<file path="src/rtl/cpu_types_pkg.sv">
// Shared types and constants for the pipeline front end.
// Holds the fetch FSM state encoding, the machine word type and the PC step helper.
package cpu_types_pkg;

    localparam int DATA_W = 32;

    typedef logic [DATA_W-1:0] word_t;

    typedef enum logic [1:0] {
        FETCH,
        HOLD,
        HALTED
    } fetch_state_t;

    localparam word_t PC_STEP = 32'd4;

    // Sequential PC advance; wraps modulo 2^32 by construction.
    function automatic word_t pc_inc(input word_t pc);
        return pc + PC_STEP;
    endfunction

endpackage

</file>
<file path="src/rtl/ifid_latch.sv">
// IF/ID pipeline register: loads a new word, holds it while decode stalls,
// or drops its valid bit once decode has consumed it or on a flush.
module ifid_latch
    import cpu_types_pkg::*;
(
    input  logic  clk,
    input  logic  rst,
    input  logic  load,
    input  logic  hold,
    input  logic  clear,
    input  word_t load_instr,
    input  word_t load_npc,
    output word_t instru,
    output word_t npc,
    output logic  deen
);

    word_t instr_p1;
    word_t npc_p1;
    logic  vld_p1;

    // IF -> ID boundary
    always_ff @(posedge clk) begin
        if (rst) begin
            instr_p1 <= '0;
            npc_p1   <= '0;
            vld_p1   <= 1'b0;
        end else if (clear) begin
            vld_p1 <= 1'b0;
        end else if (load) begin
            instr_p1 <= load_instr;
            npc_p1   <= load_npc;
            vld_p1   <= 1'b1;
        end else if (!hold) begin
            vld_p1 <= 1'b0;
        end
    end

    assign instru = instr_p1;
    assign npc    = npc_p1;
    assign deen   = vld_p1;

endmodule

</file>
<file path="src/rtl/fetch_stage.sv">
// Instruction-fetch stage: PC, icache handshake, one-entry skid buffer and IF/ID.
// Define FETCH_PERF_EN to add the fetch_count / icache_wait_count counters.
module fetch_stage
    import cpu_types_pkg::*;
#(
    parameter word_t PC_INIT = 32'h0000_0000
) (
    input  logic  CLK,
    input  logic  RST,
    input  logic  ihit,
    input  word_t imemload,
    output logic  iREN,
    output word_t imemaddr,
    input  logic  stall,
    input  logic  redirect,
    input  word_t PCSrc,
    input  logic  halt,
    output word_t instru,
    output word_t nPC,
    output logic  deen,
    output logic  flush,
`ifdef FETCH_PERF_EN
    output word_t fetch_count,
    output word_t icache_wait_count,
`endif
    output logic  fetch_halted
);

    fetch_state_t state, state_next;
    word_t        pc, pc_next;
    word_t        skid_instr, skid_npc;
    logic         flush_next;
    logic         ifid_load, ifid_clear, from_skid;
    logic         skid_load, skid_clear, word_accept;

    always_ff @(posedge CLK) begin
        if (RST) state <= FETCH;
        else     state <= state_next;
    end

    // Halt beats redirect beats the stall/ihit handshake; HALTED only exits on reset.
    always_comb begin
        state_next  = state;
        pc_next     = pc;
        flush_next  = 1'b0;
        ifid_load   = 1'b0;
        ifid_clear  = 1'b0;
        from_skid   = 1'b0;
        skid_load   = 1'b0;
        skid_clear  = 1'b0;
        word_accept = 1'b0;
        if (state != HALTED) begin
            if (halt) begin
                state_next = HALTED;
                ifid_clear = 1'b1;
                skid_clear = 1'b1;
            end else if (redirect) begin
                state_next = FETCH;
                pc_next    = PCSrc & ~32'd3;
                ifid_clear = 1'b1;
                skid_clear = 1'b1;
                flush_next = 1'b1;
            end else if (state == HOLD) begin
                if (!stall) begin
                    ifid_load  = 1'b1;
                    from_skid  = 1'b1;
                    state_next = FETCH;
                end
            end else if (ihit) begin
                pc_next     = pc_inc(pc);
                word_accept = 1'b1;
                if (!deen || !stall) begin
                    ifid_load = 1'b1;
                end else begin
                    skid_load  = 1'b1;
                    state_next = HOLD;
                end
            end
        end
    end

    always_ff @(posedge CLK) begin
        if (RST) begin
            pc    <= PC_INIT;
            flush <= 1'b0;
        end else begin
            pc    <= pc_next;
            flush <= flush_next;
        end
    end

    // Skid buffer: parks the word that arrived while decode was stalled
    always_ff @(posedge CLK) begin
        if (RST || skid_clear) begin
            skid_instr <= '0;
            skid_npc   <= '0;
        end else if (skid_load) begin
            skid_instr <= imemload;
            skid_npc   <= pc_inc(pc);
        end
    end

    ifid_latch u_ifid (
        .clk        (CLK),
        .rst        (RST),
        .load       (ifid_load),
        .hold       (stall),
        .clear      (ifid_clear),
        .load_instr (from_skid ? skid_instr : imemload),
        .load_npc   (from_skid ? skid_npc : pc_inc(pc)),
        .instru     (instru),
        .npc        (nPC),
        .deen       (deen)
    );

`ifdef FETCH_PERF_EN
    always_ff @(posedge CLK) begin
        if (RST) begin
            fetch_count       <= '0;
            icache_wait_count <= '0;
        end else begin
            if (word_accept)
                fetch_count <= fetch_count + 32'd1;
            if (state == FETCH && !ihit)
                icache_wait_count <= icache_wait_count + 32'd1;
        end
    end
`endif

    // Request is gated off during reset so the icache never sees a stale address
    assign iREN         = (state == FETCH) && !RST;
    assign imemaddr     = pc;
    assign fetch_halted = (state == HALTED);

endmodule
</file>
<file path="config.mk">
export PLATFORM = sky130hd
export DESIGN_NAME = fetch_stage
export DESIGN_NICKNAME = d
export VERILOG_FILES = /design/src/rtl/cpu_types_pkg.sv /design/src/rtl/ifid_latch.sv /design/src/rtl/fetch_stage.sv
export SDC_FILE = /design/constraint.sdc
export NUM_CORES = 1
export LEC_CHECK = 0
export CAP_MARGIN = 20
export CORE_MARGIN = 3
export CORE_UTILIZATION = 56
export DETAILED_ROUTE_END_ITERATION = 10
export PLACE_DENSITY = 0.89
export SYNTH_ARGS = -nofsm -noshare
export SYNTH_HDL_FRONTEND = slang
export SYNTH_HIERARCHICAL = 1
export SYNTH_SLANG_ARGS = --single-unit
</file>
<file path="constraint.sdc">
create_clock -name CLK -period 5.8 [get_ports CLK]
set_clock_uncertainty 0.15 [all_clocks]
set_input_delay 1.16 -clock CLK [delete_from_list [all_inputs] [get_ports CLK]]
set_output_delay 1.16 -clock CLK [all_outputs]
set_load 0.03 [all_outputs]
</file>
Word-level counts from Yosys, hierarchy flattened
Cells that the tools add are included.
{"block": "word_totals", "ff_bits": 164, "inputBits": 70}
{"block": "op_classes", "n_addsub": 1, "eq_ne": 7, "mux": 33, "n_bitwise": 3, "n_reduce_logical": 14}
{"op": "two-way mux 32 bit", "count": 5}
{"op": "adder 32 x 3 -> 32 bit, second input constant", "count": 1}
{"op": "two-way mux 1 bit", "count": 22}
{"op": "two-way mux 2 bit", "count": 6}
{"op": "inequality test 4 bit, second input constant", "count": 2}
{"op": "AND reduction 4 bit", "count": 2}
{"op": "inequality test 2 bit, second input constant", "count": 2}
{"op": "nonzero test 4 bit", "count": 1}
{"op": "zero test 1 bit", "count": 3}
{"op": "NOT 1 bit", "count": 3}
{"op": "OR reduction 3 bit", "count": 1}
{"op": "equality test 2 x 1 -> 1 bit, second input constant", "count": 1}
{"op": "equality test 2 bit, second input constant", "count": 1}
{"op": "zero test 2 bit", "count": 1}
{"op": "logical OR 1 bit", "count": 2}
{"op": "inequality test 2 x 1 -> 1 bit, second input constant", "count": 1}
{"op": "AND reduction 2 bit", "count": 1}
{"op": "nonzero test 2 bit", "count": 1}
{"op": "OR reduction 2 bit", "count": 1}
{"op": "logical AND 1 bit", "count": 1}

Logic depth before layout (Yosys ltp)
Gate-level depths: netlist of run 1.
{"block": "depth", "ltp_word": 9, "ltp_mapped": 9, "ltp_nobuf": 8}

By module
Netlist of run 1, hierarchy kept.
{"module": "fetch_stage", "instances": 1, "cells_each": 678, "area_per_inst_um2": 5208.7, "seq_area_each_um2": 1901.8}
{"module": "ifid_latch", "instances": 1, "cells_each": 295, "area_per_inst_um2": 3047.9, "seq_area_each_um2": 1301.2}

Worst setup path after synthesis of run 1
Ideal clock, no wire load.
{"block": "synth_path", "path_type": "input port to output port", "from": "input port RST", "to": "output port iREN", "arrival_ns": 2.210, "required_time_ns": 4.490, "path_slack_ns": 2.280, "path_stages": 3, "path_cell_list": "clkbuf_1 buf_1 nor3_1"}
{"block": "synth_between", "elab_chain_cells": 2}
{"element": "from (decl)", "line": "fetch_stage.sv:9", "text": "input logic RST,"}
{"element": "zero test 1 bit", "line": "fetch_stage.sv:131", "text": "assign iREN = (state == FETCH) && !RST;"}
{"element": "logical AND 1 bit", "line": "fetch_stage.sv:131"}
{"element": "to (decl)", "line": "fetch_stage.sv:12", "text": "output logic iREN,"}
No other way between the ends.

Final worst setup path of run 1
{"block": "layout_path", "from": "input port redirect", "to": "register u_ifid.instr_p1[3], in the netlist u_ifid/instru[3]"}
{"element": "from (decl)", "line": "fetch_stage.sv:15", "text": "input logic redirect,"}
{"element": "two-way mux 1 bit", "line": "fetch_stage.sv:57", "text": "end else if (redirect) begin"}
{"element": "two-way mux 1 bit", "line": "fetch_stage.sv:53", "text": "if (halt) begin"}
{"element": "two-way mux 1 bit", "line": "fetch_stage.sv:52", "text": "if (state != HALTED) begin"}
{"element": "net ifid_load", "line": "fetch_stage.sv:33", "text": "logic ifid_load, ifid_clear, from_skid;"}
{"element": "AND reduction 2 bit (no source line)"}
{"element": "to (signal assigned)", "line": "ifid_latch.sv:31", "text": "instr_p1 <= load_instr;"}
{"element": "to (decl)", "line": "ifid_latch.sv:18", "text": "word_t instr_p1;"}
The timed path passes the listed nets, and every way through them passes these cells.
A chain may end at the register's enable or synchronous reset.

==> results of run 1 <==
-- worst paths after layout --
kind                               startpoint                            end  slack, ns
setup reg to reg        state[1]$_SDFFE_PP0P_  u_ifid/instru[3]$_SDFFE_PP0P_       2.91
hold reg to reg   skid_instr[31]$_SDFFE_PP0P_    skid_instr[31]$_SDFFE_PP0P_       0.30
hold / removal    skid_instr[31]$_SDFFE_PP0P_    skid_instr[31]$_SDFFE_PP0P_       0.30
setup / recovery                     redirect  u_ifid/instru[3]$_SDFFE_PP0P_       1.93
-- flip-flops by register name, summed over array words and instances, names as in the netlist --
name,count
u_ifid/instru,32
flush,1
state,2
imemaddr,30
skid_instr,32
u_ifid/deen,1
skid_npc,30
u_ifid/npc,32
-- worst reg2reg max path: stages, from the launching register on --
cell and delay [ns]:
dfxtp_1 0.48, nor2b_1 0.65, nor2_4 0.09, buf_4 0.35
nor2b_4 0.64, buf_12 0.30, o21ai_1 0.12
-- layout by cell type, fill, tap and decap left out, types with 20 or more instances in the layout --
master and instances:
a21oi_1 103, o21ai_1 64, o21ai_0 32, xnor2_1 20, nand2_1 102, mux2_2 24, clkdlybuf4s50_1 163, dfxtp_1 160
nand4bb_1 64, nor2_1 67, nand2b_1 68
-- power by group through the flow --
stage          Clock (uW)  Combinational (uW)  Sequential, uW
6_report             1050                 298            1140
5_1_grt              1120                 316            1150
4_1_cts              1060                 295            1140
3_5_place_dp            0                 293            1170
3_3_place_gp            0                 289            1170
2_1_floorplan           0                 157            1190
-- metrics by stage --
step	instance area, um^2	power [uW]
after floorplan	8270	1350
after global placement	9730	1460
after detailed placement	9730	1460
after CTS	10300	2500
after global routing	10300	2580
final	10300	2500
-- layer usage --
metal | up-vias | GRT usage | part of all wire | routed length [um]
li1 | 3653 | - | - | -
met1 | 3687 | 0.345 | 0.41 | 9290
met2 | 337 | 0.472 | 0.50 | 11400
met3 | 62 | 0.0573 | 0.063 | 1440
met4 | 0 | 0.117 | 0.033 | 757
met5 | - | 0 | 0 | 0
-- logic make-up (layout without fill, tap and decap cells) --
kind of cell | Yosys count | in the layout | synth area share
xor+xnor | 29 | 29 | 0.0308
flops | 160 | 160 | 0.388
other cells | 1 | 4 | 0.000454
mux | 37 | 37 | 0.0499
buf+inv | 102 | 212 | 0.0694
fa+ha+maj | 1 | 1 | 0.00152
simple gates | 391 | 391 | 0.290
compound gates | 252 | 252 | 0.170
-- final cells by class --
class | instances | area (um^2) | area share
clock buffer | 24 | 492 | 0.0478
clock inverter | 6 | 57.6 | 0.00560
inverter | 8 | 30.0 | 0.00292
multi-input combinational | 714 | 4550 | 0.442
sequential | 160 | 3200 | 0.312
tap | 180 | 225 | 0.0219
timing repair buffer | 174 | 1720 | 0.168
==> impl_metrics.tcl, run 1 <==
set metrics [dict create \
    grt_pass1_wl_mm 37.1 \
    hold_depth 2 \
    yosysTopAreaCell "dfxtp_1" \
    worst_ep_required_time_ns 5.96 \
    cts_root_buf "clkbuf_16" \
    fin_cells 1266 \
    worst_slew_pin_slew_ns 1.06 \
    syn_inst 973 \
    drt-total-wl_mm 22.9 \
    worstPathArrival_ns 4.02 \
    ir_worst_vdd_uv 202 \
    min_path_type "reg -> reg" \
    grt_pass1_vias 7423 \
    slew_violations 0 \
    maxCapViolCount 0 \
    synth_seq_cells 160 \
    fillCellCount 1092 \
    io_buffers 165 \
    powerDensity_nw_per_um2 243 \
    cts_setup_buffers 0 \
    synth_top_area_frac 0.388 \
    max_freq_ghz 0.259 \
    cp_max_fo 60 \
    dieArea_um2 16200 \
    layout-drive-gt1-share 0.0755 \
    avgSynthCellArea_um2 8.49 \
    cp_top_family "simple AND/OR/NAND/NOR gates" \
    cts_tree "built" \
    setup_ws_ns 1.93 \
    cts_resized 0 \
    switchingPower_uw 610 \
    p_int_uw 1890 \
    gp_congestion 0.947 \
    initial_core_util 0.584 \
    nets 1146 \
    status "complete, no violations" \
    final_util 0.727 \
    grt_use_total 0.279 \
    drcViolationCount 0 \
    seqPwrFrac 0.459 \
    synth_ff_type "dfxtp_1" \
    insertion_delay_ns 0.42 \
    postRouteAntennaNets 0 \
    core_um2 14100 \
    synth_async_sr_flop_share 0 \
    dp.cells 1236 \
    crit_path_end_kind "register" \
    power_frac_comb 0.119 \
    path_depth 7 \
    hold_buffers 0 \
    die_h_um 127 \
    pin_count 170 \
    criticalPathCategory "in -> reg" \
    grt_max_degree 107 \
    p_leak_uw 0.00346 \
    antenna_found_initial 0 \
    synth-edff-count 0 \
    initialDrtViolationCount 1092 \
    finalSetupViolations 0 \
    worstRegToRegCells 6 \
    yosysWarnings 6 \
    yosysUniqueCellTypes 55 \
    dpl_worst_slack_ns 1.54 \
    antenna_cells 0 \
    synth_seq_area_share 0.388 \
    numCtsBuffers 17 \
    post-dp-hpwl_mm 14.6 \
    vias 7739 \
    firstDrtPassIters 6 \
    synth_commonest_cells "160 x dfxtp_1, 103 x a21oi_1, 103 x nand2_1, 68 x nand2b_1, 68 x nor2_1" \
    die_w_um 127 \
    drt-vias-per-instance 6.11 \
    min_period_ns 3.87 \
    cpMaxStageDelayCell "nor2_1" \
    path_cells "buf_2, nor2_1, o21ai_0, a221oi_4, nor2b_4, buf_12, o21ai_1" \
    ys_top_cells_by_area "dfxtp_1 39%, nand4bb_1 8.7%, a21oi_1 6.2%" \
    overflow 0 \
    start_kind "input pin" \
    power.clock.fraction 0.422 \
    max_stage_delay_ns 0.78 \
    clkSlewWorstSetupHoldPaths_ns 0.06 \
    sw_frac_of_total 0.244 \
    cts_sinks 160 \
    crit_buf_inv 2 \
    final_hold_viol_count 0 \
    grt_setup_unrepaired "no" \
    cts.htree.levels 4 \
    wl_per_cell_um 18.1 \
    cts_buffer_depth 2 \
    maxSlewHeadroom 0.291 \
    setup_tns_ns 0 \
    holdWs_ns 0.304 \
    fp-row-count 43 \
    synth_area_um2 8260 \
    finalCritPeriodShare 0.667 \
    areaGrowthSynthToFinish_pct 24.5 \
    yosysMostFrequentCell "dfxtp_1" \
]
Note: power is estimated with default switching activity, not from simulation.
==> run 2: changes to the inputs <==
--- a/config.mk
+++ b/config.mk
@@ -7,9 +7,9 @@
 export LEC_CHECK = 0
 export CAP_MARGIN = 20
 export CORE_MARGIN = 3
-export CORE_UTILIZATION = 56
+export CORE_UTILIZATION = 47
 export DETAILED_ROUTE_END_ITERATION = 10
-export PLACE_DENSITY = 0.89
+export PLACE_DENSITY = 0.8
 export SYNTH_ARGS = -nofsm -noshare
 export SYNTH_HDL_FRONTEND = slang
 export SYNTH_HIERARCHICAL = 1
==> constraint.sdc (replaced) <==
create_clock -name CLK -period 3.3 [get_ports CLK]
set_clock_uncertainty 0.15 [all_clocks]
set_input_delay 0.66 -clock CLK [delete_from_list [all_inputs] [get_ports CLK]]
set_output_delay 0.66 -clock CLK [all_outputs]
set_load 0.03 [all_outputs]
==> run 2 against run 1 <==
Critical path depth up 1. Via count down 1.9%. First-iteration DRC count down 43%. Clock power up 79%. Wire length up 0.35%. Combinational power up 83%. Register-to-register slack worse by 2.5 ns. Clock-buffer cell count unchanged. Die area up 18%. Power up 78%. Critical path type is now reg -> reg.
==> impl_metrics.tcl, run 2 (same netlist as run 1, synthesis figures left out) <==
set metrics [dict create \
    status "complete, no violations" \
    drcViolationCount 0 \
    final_hold_viol_count 0 \
    setup_tns_ns 0 \
    grt_setup_unrepaired "no" \
    core_um2 16900 \
    finalSetupViolations 0 \
    final_cell_mix "163 x clkdlybuf4s50_1, 160 x dfxtp_1, 103 x a21oi_1, 102 x nand2_1, 68 x nand2b_1" \
    max_freq_ghz 0.347 \
    finalCritPeriodShare 0.872 \
    min_period_ns 2.88 \
    grt_pass1_vias 7064 \
    drt-total-wl_mm 23.0 \
    cpMaxStageDelayCell "nor4_1" \
    overflow 0 \
    p_int_uw 3320 \
    placedInstanceArea_um2 9980 \
    cp_top_family "simple AND/OR/NAND/NOR gates" \
    die_w_um 139 \
    layout-drive-gt1-share 0.0913 \
    gp_congestion 0.920 \
    cts_tree "built" \
    p_leak_uw 0.00357 \
    antenna_found_initial 0 \
    worst_slew_pin_slew_ns 0.975 \
    antenna_cells 0 \
    layout_commonest_cell "clkdlybuf4s50_1" \
    worstRegToRegCells 8 \
    dpl_worst_slack_ns 0.331 \
    seqCellArea_um2 3200 \
    slew_violations 0 \
    cts_resized 0 \
    crit_buf_inv 0 \
    setup_ws_ns 0.422 \
    crit_path_end_kind "register" \
    areaGrowthSynthToFinish_pct 27.7 \
    max_stage_delay_ns 0.64 \
    fillCellCount 1440 \
    numCtsBuffers 17 \
    nets 1164 \
    power_frac_comb 0.123 \
    drt-vias-per-instance 5.72 \
    cp_max_fo 8 \
    path_depth 8 \
    worstPathArrival_ns 3.08 \
    hold_buffers 0 \
    multi_input_area_um2 4550 \
    path_cells "ha_1, and4_1, nand2_1, nor4_1, xnor2_1, a21oi_1, nand4bb_1, o21ai_1" \
    switchingPower_uw 1110 \
    dieArea_um2 19200 \
    criticalPathCategory "reg -> reg" \
    sw_frac_of_total 0.251 \
    pin_count 170 \
    final_util 0.625 \
    final_area_um2 10500 \
    power.clock.fraction 0.425 \
    min_path_type "reg -> reg" \
    firstDrtPassIters 6 \
    cts_root_buf "clkbuf_16" \
    powerDensity_nw_per_um2 421 \
    cts.htree.levels 4 \
    clkSlewWorstSetupHoldPaths_ns 0.06 \
    hold_depth 2 \
    io_buffers 165 \
    grt_use_total 0.232 \
    vias 7590 \
    die_h_um 139 \
    cts_setup_buffers 0 \
    maxCapViolCount 0 \
    grt_pass1_wl_mm 37.0 \
    ir_worst_vdd_uv 396 \
    insertion_delay_ns 0.43 \
    post-dp-hpwl_mm 15.2 \
    wl_per_cell_um 17.3 \
    fp-row-count 47 \
    start_kind "register" \
    worst_ep_required_time_ns 3.50 \
    postRouteAntennaNets 0 \
    cts_buffer_depth 2 \
    initial_core_util 0.489 \
    cts_sinks 160 \
    grt_max_degree 91 \
    initialDrtViolationCount 626 \
    maxSlewHeadroom 0.348 \
    seqPwrFrac 0.453 \
]
[run 2: cell types whose count changed in the layout (fill, tap and decap cells not counted), sizes merged]
cell	before	now
buf	11	29
inv	8	9
clkinv	4	3
clkinvlp	1	3
[run 2: worst paths after layout]
check | from | end | slack, ns
setup / recovery | imemaddr[3]$_SDFFE_PP0P_ | u_ifid/npc[18]$_SDFFE_PP0P_ | 0.42
hold / removal | skid_instr[15]$_SDFFE_PP0P_ | skid_instr[15]$_SDFFE_PP0P_ | 0.30
setup reg to reg | imemaddr[3]$_SDFFE_PP0P_ | u_ifid/npc[18]$_SDFFE_PP0P_ | 0.42
hold reg to reg | skid_instr[15]$_SDFFE_PP0P_ | skid_instr[15]$_SDFFE_PP0P_ | 0.30
[run 2: per-layer routing]
metal  track usage  wire length [um]  vias to the layer above
met3        0.0497              1480                       42
met5             0                 0                        -
met2         0.374             10900                      261
met1         0.309             10100                     3605
met4        0.0801               544                        0
li1              -                 -                     3682
[run 2: cell type report]
| type | count | share of cell area |
|---|---|---|
| clock inverters | 8 | 0.00760 |
| clock buffers | 24 | 0.0457 |
| multi-input cells | 714 | 0.432 |
| repair buffers | 192 | 0.182 |
| flip-flops and latches | 160 | 0.304 |
| well taps | 220 | 0.0261 |
| inverters | 8 | 0.00285 |
[run 2: power groups by stage]
stage	clock network, uW	logic [uW]	registers (uW)
6_report	1880	545	2010
3_3_place_gp	0	536	2050
2_1_floorplan	0	276	2090
3_5_place_dp	0	540	2050
5_1_grt	2000	578	2010
4_1_cts	1920	543	2010
[run 2: worst min-delay path, stage by stage, from the launching register on]
cell and delay, ns:
dfxtp_1 0.30, nand2_1 0.05, a21oi_1 0.05
[run 2: per-stage QoR]
step | power (uW) | hold WS [ns] | instances
final | 4440 | 0.302 | 1326
after global routing | 4590 | 0.316 | 1326
after CTS | 4470 | 0.303 | 1326
after detailed placement | 2590 | 0.295 | 1294
after global placement | 2580 | 0.288 | 1294
after floorplan | 2370 | 0.282 | 976
